`src/rtl/mem_arbiter_if.sv`:
```
// mem_arbiter_if
// Bundles the CPU port, DMA port and synchronous-RAM port of the memory
// arbiter. The clock and reset stay plain ports on the arbiter.
//   slave  : arbiter side (takes requests, drives memory strobes/acks)
//   master : requester/memory side (testbench or surrounding system)
//   CPU    : cpu_req, cpu_we, cpu_addr[15:0], cpu_wdata[15:0] -> cpu_ack, cpu_rdata[15:0]
//   DMA    : dma_req, dma_we, dma_lock, dma_addr[15:0], dma_wdata[15:0] -> dma_ack, dma_rdata[15:0]
//   Memory : mem_addr[15:0], mem_wdata[15:0], mem_re, mem_we -> mem_rdata[15:0]
//   Status : busy
interface mem_arbiter_if;
    logic        cpu_req;
    logic        cpu_we;
    logic [15:0] cpu_addr;
    logic [15:0] cpu_wdata;
    logic        cpu_ack;
    logic [15:0] cpu_rdata;

    logic        dma_req;
    logic        dma_we;
    logic        dma_lock;
    logic [15:0] dma_addr;
    logic [15:0] dma_wdata;
    logic        dma_ack;
    logic [15:0] dma_rdata;

    logic [15:0] mem_addr;
    logic [15:0] mem_wdata;
    logic        mem_re;
    logic        mem_we;
    logic [15:0] mem_rdata;

    logic        busy;

    modport slave (
        input  cpu_req, cpu_we, cpu_addr, cpu_wdata,
        output cpu_ack, cpu_rdata,
        input  dma_req, dma_we, dma_lock, dma_addr, dma_wdata,
        output dma_ack, dma_rdata,
        output mem_addr, mem_wdata, mem_re, mem_we,
        input  mem_rdata,
        output busy
    );

    modport master (
        output cpu_req, cpu_we, cpu_addr, cpu_wdata,
        input  cpu_ack, cpu_rdata,
        output dma_req, dma_we, dma_lock, dma_addr, dma_wdata,
        input  dma_ack, dma_rdata,
        input  mem_addr, mem_wdata, mem_re, mem_we,
        output mem_rdata,
        input  busy
    );
endinterface

```
`src/rtl/mem_arbiter.sv`:
```
// mem_arbiter
// Two-port (CPU, DMA) arbiter in front of a single synchronous RAM.
// Each access is IDLE -> ACCESS -> DONE; the winner's operands are latched
// at grant, the RAM is strobed in ACCESS and the owner is acked in DONE.
// A DMA holding dma_lock chains up to 16 accesses back to back (DONE -> ACCESS).
//
// Ports:
//   clk   : sole clock, rising edge
//   reset : synchronous, active-high
//   bus   : mem_arbiter_if.slave (CPU, DMA and RAM signals, busy)
//
// Build option:
//   MEM_ARB_ROUND_ROBIN_EN defined   -> IDLE ties go to the port that did not
//                                       own the previous grant
//   MEM_ARB_ROUND_ROBIN_EN undefined -> IDLE ties always go to the CPU
//
// state  | meaning
// IDLE   | no access in flight, arbitrate on requests
// ACCESS | RAM strobed with latched operands (one cycle)
// DONE   | owner acked, read data captured, maybe re-lock to DMA
module mem_arbiter (
    input  logic          clk,
    input  logic          reset,
    mem_arbiter_if.slave  bus
);
    typedef enum logic [1:0] {IDLE, ACCESS, DONE} state_t;
    typedef enum logic {OWN_CPU, OWN_DMA} owner_t;

    state_t      state, state_nxt;
    owner_t      owner;
    logic        lat_we;
    logic [15:0] lat_addr;
    logic [15:0] lat_wdata;
    logic [3:0]  burst_cnt;
    logic [15:0] cpu_rdata_q;
    logic [15:0] dma_rdata_q;
    logic        grant;
    logic        grant_dma;
    logic        relock;
    logic        done_rd;
`ifdef MEM_ARB_ROUND_ROBIN_EN
    owner_t      last_owner;
`endif

    always_comb begin
        state_nxt = state;
        grant     = 1'b0;
        grant_dma = 1'b0;
        relock    = 1'b0;
        case (state)
            IDLE: begin
                if (bus.cpu_req || bus.dma_req) begin
                    grant     = 1'b1;
                    state_nxt = ACCESS;
                    if (bus.cpu_req && bus.dma_req) begin
`ifdef MEM_ARB_ROUND_ROBIN_EN
                        grant_dma = (last_owner == OWN_CPU);
`else
                        grant_dma = 1'b0;
`endif
                    end else begin
                        grant_dma = bus.dma_req;
                    end
                end
            end
            ACCESS: state_nxt = DONE;
            DONE: begin
                // Lock chaining ignores cpu_req; burst_cnt caps the chain at 16.
                if (owner == OWN_DMA && bus.dma_req && bus.dma_lock && burst_cnt != 4'hF) begin
                    relock    = 1'b1;
                    state_nxt = ACCESS;
                end else begin
                    state_nxt = IDLE;
                end
            end
            default: state_nxt = IDLE;
        endcase
    end

    always_ff @(posedge clk) begin
        if (reset) begin
            state       <= IDLE;
            owner       <= OWN_CPU;
            lat_we      <= 1'b0;
            lat_addr    <= 16'h0000;
            lat_wdata   <= 16'h0000;
            burst_cnt   <= 4'h0;
            cpu_rdata_q <= 16'h0000;
            dma_rdata_q <= 16'h0000;
`ifdef MEM_ARB_ROUND_ROBIN_EN
            last_owner  <= OWN_DMA;
`endif
        end else begin
            state <= state_nxt;
            if (grant) begin
                owner     <= grant_dma ? OWN_DMA : OWN_CPU;
                lat_we    <= grant_dma ? bus.dma_we    : bus.cpu_we;
                lat_addr  <= grant_dma ? bus.dma_addr  : bus.cpu_addr;
                lat_wdata <= grant_dma ? bus.dma_wdata : bus.cpu_wdata;
`ifdef MEM_ARB_ROUND_ROBIN_EN
                last_owner <= grant_dma ? OWN_DMA : OWN_CPU;
`endif
            end
            if (relock) begin
                lat_we    <= bus.dma_we;
                lat_addr  <= bus.dma_addr;
                lat_wdata <= bus.dma_wdata;
                burst_cnt <= burst_cnt + 4'd1;
`ifdef MEM_ARB_ROUND_ROBIN_EN
                last_owner <= OWN_DMA;
`endif
            end else if (state_nxt == IDLE) begin
                burst_cnt <= 4'h0;
            end
            if (done_rd) begin
                if (owner == OWN_CPU) cpu_rdata_q <= bus.mem_rdata;
                else                  dma_rdata_q <= bus.mem_rdata;
            end
        end
    end

    assign done_rd = (state == DONE) && !lat_we;

    assign bus.mem_addr  = lat_addr;
    assign bus.mem_wdata = lat_wdata;
    assign bus.mem_we    = (state == ACCESS) &&  lat_we;
    assign bus.mem_re    = (state == ACCESS) && !lat_we;
    assign bus.busy      = (state != IDLE);

    // Acks are masked by reset so an access aborted in DONE is never acknowledged.
    assign bus.cpu_ack = (state == DONE) && (owner == OWN_CPU) && !reset;
    assign bus.dma_ack = (state == DONE) && (owner == OWN_DMA) && !reset;

    // RAM data only arrives in DONE, so bypass it to the owner alongside the ack;
    // the register keeps it afterwards.
    assign bus.cpu_rdata = (done_rd && owner == OWN_CPU) ? bus.mem_rdata : cpu_rdata_q;
    assign bus.dma_rdata = (done_rd && owner == OWN_DMA) ? bus.mem_rdata : dma_rdata_q;
endmodule

```
`src/flat_wrapper.sv`:
```
// flat-port wrapper written by rule: the top's interface ports become plain ports
module mem_arbiter_flat 
  (clk, reset, bus_cpu_req, bus_cpu_we, bus_cpu_addr, bus_cpu_wdata, bus_cpu_ack, bus_cpu_rdata, bus_dma_req, bus_dma_we, bus_dma_lock, bus_dma_addr, bus_dma_wdata, bus_dma_ack, bus_dma_rdata, bus_mem_addr, bus_mem_wdata, bus_mem_re, bus_mem_we, bus_mem_rdata, bus_busy);
  mem_arbiter_if bus_i ();
  input  logic clk;
  input  logic reset;
  input wire logic [$bits(bus_i.cpu_req)-1:0] bus_cpu_req;
  input wire logic [$bits(bus_i.cpu_we)-1:0] bus_cpu_we;
  input wire logic [$bits(bus_i.cpu_addr)-1:0] bus_cpu_addr;
  input wire logic [$bits(bus_i.cpu_wdata)-1:0] bus_cpu_wdata;
  output wire logic [$bits(bus_i.cpu_ack)-1:0] bus_cpu_ack;
  output wire logic [$bits(bus_i.cpu_rdata)-1:0] bus_cpu_rdata;
  input wire logic [$bits(bus_i.dma_req)-1:0] bus_dma_req;
  input wire logic [$bits(bus_i.dma_we)-1:0] bus_dma_we;
  input wire logic [$bits(bus_i.dma_lock)-1:0] bus_dma_lock;
  input wire logic [$bits(bus_i.dma_addr)-1:0] bus_dma_addr;
  input wire logic [$bits(bus_i.dma_wdata)-1:0] bus_dma_wdata;
  output wire logic [$bits(bus_i.dma_ack)-1:0] bus_dma_ack;
  output wire logic [$bits(bus_i.dma_rdata)-1:0] bus_dma_rdata;
  output wire logic [$bits(bus_i.mem_addr)-1:0] bus_mem_addr;
  output wire logic [$bits(bus_i.mem_wdata)-1:0] bus_mem_wdata;
  output wire logic [$bits(bus_i.mem_re)-1:0] bus_mem_re;
  output wire logic [$bits(bus_i.mem_we)-1:0] bus_mem_we;
  input wire logic [$bits(bus_i.mem_rdata)-1:0] bus_mem_rdata;
  output wire logic [$bits(bus_i.busy)-1:0] bus_busy;
  assign bus_i.cpu_req = bus_cpu_req;
  assign bus_i.cpu_we = bus_cpu_we;
  assign bus_i.cpu_addr = bus_cpu_addr;
  assign bus_i.cpu_wdata = bus_cpu_wdata;
  assign bus_cpu_ack = bus_i.cpu_ack;
  assign bus_cpu_rdata = bus_i.cpu_rdata;
  assign bus_i.dma_req = bus_dma_req;
  assign bus_i.dma_we = bus_dma_we;
  assign bus_i.dma_lock = bus_dma_lock;
  assign bus_i.dma_addr = bus_dma_addr;
  assign bus_i.dma_wdata = bus_dma_wdata;
  assign bus_dma_ack = bus_i.dma_ack;
  assign bus_dma_rdata = bus_i.dma_rdata;
  assign bus_mem_addr = bus_i.mem_addr;
  assign bus_mem_wdata = bus_i.mem_wdata;
  assign bus_mem_re = bus_i.mem_re;
  assign bus_mem_we = bus_i.mem_we;
  assign bus_i.mem_rdata = bus_mem_rdata;
  assign bus_busy = bus_i.busy;
  mem_arbiter u_core (.clk(clk), .reset(reset), .bus(bus_i));
endmodule
```
`config.mk`:
```
export PLATFORM = sky130hd
export DESIGN_NAME = mem_arbiter_flat
export DESIGN_NICKNAME = d
export VERILOG_FILES = /design/src/rtl/mem_arbiter_if.sv /design/src/rtl/mem_arbiter.sv /design/src/flat_wrapper.sv
export SDC_FILE = /design/constraint.sdc
export NUM_CORES = 1
export LEC_CHECK = 0
export ABC_CLOCK_PERIOD_IN_PS = 5750
export CAP_MARGIN = 15
export CORE_MARGIN = 2
export CORE_UTILIZATION = 40
export DETAILED_ROUTE_END_ITERATION = 6
export HOLD_SLACK_MARGIN = 0.06
export PLACE_DENSITY_LB_ADDON = 0.3
export RECOVER_POWER = 100
export SLEW_MARGIN = 10
export SYNTH_ARGS = -nofsm -noshare
export SYNTH_HDL_FRONTEND = slang
export SYNTH_SLANG_ARGS = --single-unit
```
`constraint.sdc`:
```
create_clock -name clk -period 5.75 [get_ports clk]
set_clock_uncertainty 0.1 [all_clocks]
set_input_delay 1.15 -clock clk [delete_from_list [all_inputs] [get_ports clk]]
set_output_delay 1.15 -clock clk [all_outputs]
set_load 0.005 [all_outputs]
```
# Yosys cells after proc, flatten, opt, wreduce, memory -nomap -nowiden
# Index checks and enable logic that the tools add are counted.
[word_totals]
ff_bits = 72
input_bits = 87
out_inout_bits = 69
word_cells = 60
[classes]
n_addsub = 1
eq_ne = 3
muxes = 24
bitwise = 1
reduce_logical = 23
[ops]
columns = ["operator", "count"]
rows = [
  ["16-bit two-way mux", 8],
  ["1-bit logical AND", 13],
  ["1-bit two-way mux", 12],
  ["4-bit two-way mux", 2],
  ["2-bit case mux with 3 select lines", 1],
  ["2-bit nonzero test", 3],
  ["4-bit by 1-bit adder with 4-bit output (second input constant)", 1],
  ["2-bit logical NOT", 2],
  ["4-bit inequality test (second input constant)", 1],
  ["2-bit AND reduction", 2],
  ["2-bit by 1-bit == test with 1-bit output (second input constant)", 1],
  ["2-bit == test (second input constant)", 1],
  ["1-bit logical NOT", 2],
  ["2-bit two-way mux", 1],
  ["1-bit logical OR", 1],
  ["1-bit inverter", 1],
]

# Depth between registers and ports, before layout
[logic_depth]
depth_word = 8
ltp_mapped = 6
ltp_nobuf = 5

# Worst setup path after synthesis
# No wires, ideal clock.
[synth_timing]
path_type = "in2out"
startpoint = "input port reset"
endpoint = "output port bus_cpu_ack"
t_arrival_ps = 1493
t_required_ps = 4500
path_slack_ps = 3007
cell_stages = 2
n_path_buf = 1
path_cell_list = "clkbuf_1 nor2_1"
[synth_via]
elab_chain_cells = 2
[synth_lines]
columns = ["element", "line_no", "source"]
rows = [
  ["start: declaration", "flat_wrapper.sv:6", "input logic reset;"],
  ["1-bit logical NOT", "mem_arbiter.sv:131", "assign bus.cpu_ack = (state == DONE) && (owner == OWN_CPU) && !reset;"],
  ["1-bit logical AND", "mem_arbiter.sv:131", ""],
  ["end: declaration", "flat_wrapper.sv:11", "output wire logic [$bits(bus_i.cpu_ack)-1:0] bus_cpu_ack;"],
]
# Every way passes these cells.

# Worst setup path in the final report
[layout_timing]
startpoint = "register u_core.state[1]"
endpoint = "output port bus_dma_rdata[0]"
[layout_via]
elab_chain_cells = 4
[layout_lines]
columns = ["element", "line_no", "source"]
rows = [
  ["start: declaration", "mem_arbiter.sv:29", "state_t state, state_nxt;"],
  ["start signal: assignment", "mem_arbiter.sv:94", "state <= state_nxt;"],
  ["2-bit == test", "mem_arbiter.sv:122", "assign done_rd = (state == DONE) && !lat_we;"],
  ["1-bit logical AND", "mem_arbiter.sv:122", ""],
  ["1-bit logical AND", "mem_arbiter.sv:137", "assign bus.dma_rdata = (done_rd && owner == OWN_DMA) ? bus.mem_rdata : dma_rdata_q;"],
  ["16-bit two-way mux", "mem_arbiter.sv:137", ""],
  ["end: declaration", "flat_wrapper.sv:19", "output wire logic [$bits(bus_i.dma_rdata)-1:0] bus_dma_rdata;"],
]
# Every way passes these cells.

==> run_results.csv <==
group,metric,value,unit
outcome,status,"finished with violations",
outcome,violations,"capacitance limit, slew limit",
clocking,cts_buffers,9,
sta,fin_crit,4.52,ns
sta,rsz0062_at_grt,"false",
route,wl,7690,um
logic_synthesis,synth.ff_latch_count,72,
setup_path,startpoint_type,"flop",
route,dr.first_iter.drc_count,56,
power_and_ir_drop,power_density,231,nW/um^2
setup_path,critical_path_peak_fanout,16,
sta,fmax,221,MHz
clocking,cts_resized,0,
clocking,cts_sinks,72,
run,drv_cap,1,
route,wl_per_cell,14.7,um
logic_synthesis,yosysSeqAreaShare,44.0,%
clocking,max-clock-path-buffers,2,
logic_synthesis,avgSynthCellArea,12.6,um^2
setup_path,critPathCaptureType,"output port",
route,first_pass_iters,4,
global_routing,grt_pass1_vias,2539,
finish,drive_gt1_share,14.5,%
min_path,hold_path_class,"reg2reg",
sta,hold_ws,0.360,ns
global_routing,grt_usage,17.3,%
finish,layout.nets,504,
clocking,cts_root_buffer,"clkbuf_8",
setup_path,path_delay_family,"simple AND/OR/NAND/NOR gates",
logic_synthesis,netlist_instances,261,
floorplanning,core_area,8090,um^2
floorplanning,dieArea,8940,um^2
logic_synthesis,synth_top_cell_area_share,44.0,%
finish,antennaDiodeCount,0,
floorplanning,initial_core_util,40.5,%
finish,fin_area,5000,um^2
finish,syn2layout_area_growth,52.4,%
clocking,cts_tree,"built",
logic_synthesis,synth_nets,349,
global_routing,overflow,0,
clocking,cts_setup_buffers,0,
route,antenna_left,0,
place,place_congestion,0.767,
floorplanning,ioPinCount,156,
setup_path,critPathBufInv,1,
setup_path,crit_required,4.50,ns
setup_path,slowest_stage,"nor2_1",
route,via_per_inst,4.78,
place,placedCellCount,510,
sta,fin_crit_sh,78.5,%
logic_synthesis,syn_area,3280,um^2
clocking,clock_latency,0.33,ns
global_routing,grt_antenna_before_repair,0,
setup_path,cpPeakStageDelay,1.13,ns
sta,finalHoldViolCount,0,
finish,finalNonFillerCells,525,
setup_path,critical_path.cell_chain,"nand3b_1 -> nor2_1 -> mux2_2 -> dlygate4sd3_1",
place,hpwl,5750,um
route,drc,0,
sta,maxSlewViolCount,35,
floorplanning,std_cell_rows,33,
sta,worst_pin_slew,2.32,ns
place,io_buffers,155,
clocking,cts.clk_slew.worst_paths,0.08,ns
floorplanning,dieWidth,94.5,um
power_and_ir_drop,ir_worst_vdd,108,uV
logic_synthesis,synth.distinct_cells,37,
global_routing,grt_start_max_net_pins,43,
setup_path,crit_type,"reg2out",
clocking,postCtsHoldBufs,0,
route,vias,2512,
sta,setup_viol,0,
global_routing,grt_pass1_wl,12200,um
logic_synthesis,yosysTopAreaCell,"dfxtp_1",
floorplanning,die_h,94.5,um
clocking,htreeDepth,3,
sta,maxSlewHeadroom,-54.8,%
power_and_ir_drop,power.leakage,2.11,nW
sta,fin_tns_setup,0,ns
logic_synthesis,ys.warnings.count,0,
setup_path,arrival,3.27,ns
logic_synthesis,synthTopCellsByArea,"dfxtp_1 44%, o2bb2ai_2 14%, mux2i_1 10%, mux2_2 7.6%, mux2_4 4.6%",
place,postPlaceCellArea,4870,um^2
==> Yosys cell counts, drive strengths merged <==
master and n:
and3 1, a311oi 1, nand2 2, dfxtp 72, inv 5, clkbuf 4, a211oi 2, mux2 32
nand3b 1, nand2b 1, a21oi 3, and2b 10, o21ai 1, nand3 1, ha 1, nor2 12
mux2i 33, or3b 1, o31ai 1, a22oi 1, or4 1, nor3 5, o21bai 1, or4b 1
nor2b 22, buf 12, o2bb2ai 33, a21o 1
==> path summary, 6_finish.rpt <==
check	start	endpoint	slack, ns	cells past startpoint
max	u_core.state[1]	bus_dma_rdata[0]	1.23	4
min	u_core.bus.mem_wdata[0]	u_core.bus.mem_wdata[0]	0.36	1
max reg2reg	u_core.state[0]	u_core.bus.mem_addr[0]	2.41	5
min reg2reg	u_core.bus.mem_wdata[0]	u_core.bus.mem_wdata[0]	0.36	1
==> registers in the layout, summed over array words and instances, names as in the netlist <==
register and cells:
u_core.cpu_rdata_q 16, u_core.burst_cnt 4, u_core.lat_we 1, u_core.bus.mem_wdata 16, u_core.dma_rdata_q 16, u_core.state 2, u_core.owner 1, u_core.bus.mem_addr 16
==> placed cells by master, fill, tap and decap left out, types with 4 or more instances in the layout <==
| cell | n |
|---|---|
| clkdlybuf4s50_1 | 87 |
| and2b_1 | 10 |
| mux2_2 | 7 |
| dfxtp_1 | 72 |
| dlygate4sd3_1 | 68 |
| inv_1 | 5 |
| nor3_1 | 4 |
| mux2_1 | 24 |
| nor2_1 | 11 |
| mux2i_1 | 33 |
| clkbuf_8 | 9 |
| o2bb2ai_1 | 4 |
| buf_4 | 4 |
| o2bb2ai_2 | 29 |
| nor2b_1 | 22 |
==> where the power goes <==
part | internal, W | switching (W)
sequential | 0.000528 | 0.0000192
clock | 0.000196 | 0.000183
combinational | 0.000141 | 0.0000875
==> stage by stage <==
step	utilization [%]	power, W	setup slack [ns]
floorplan	-	0.000670	3.01
global placement	60.2	0.000807	1.98
detailed placement	60.2	0.000810	1.96
CTS	62.5	0.00119	1.83
global route	61.7	0.00121	0.959
finish	61.7	0.00116	1.23
==> per-layer routing <==
layer	up-vias	part of all wire [%]	GRT usage [%]
met3	5	12	6.38
met4	0	0.55	5.43
met5	-	0	0
met2	107	45	28.9
li1	1246	-	-
met1	1154	42	20.6
==> area by class of cell <==
class,count,area [um^2]
multi-input combinational,168,1630
clock inverter,6,61.3
inverter,5,18.8
tap,105,131
timing repair buffer,160,1590
sequential,72,1440
fill,720,3100
clock buffer,9,124
==> logic make-up (layout without fill, tap and decap cells) <==
kind of cell | count (synthesis) | count (layout) | synth area share [%]
AND/OR/NAND/NOR | 58 | 58 | 11.4
AO/OA/AOI/OAI | 44 | 44 | 17.3
flip-flops | 72 | 72 | 44.0
buffers and inverters | 21 | 180 | 4.73
multiplexers | 65 | 65 | 22.2
adder cells (fa/ha/maj) | 1 | 1 | 0.382
(Power assumes the default switching activity.)
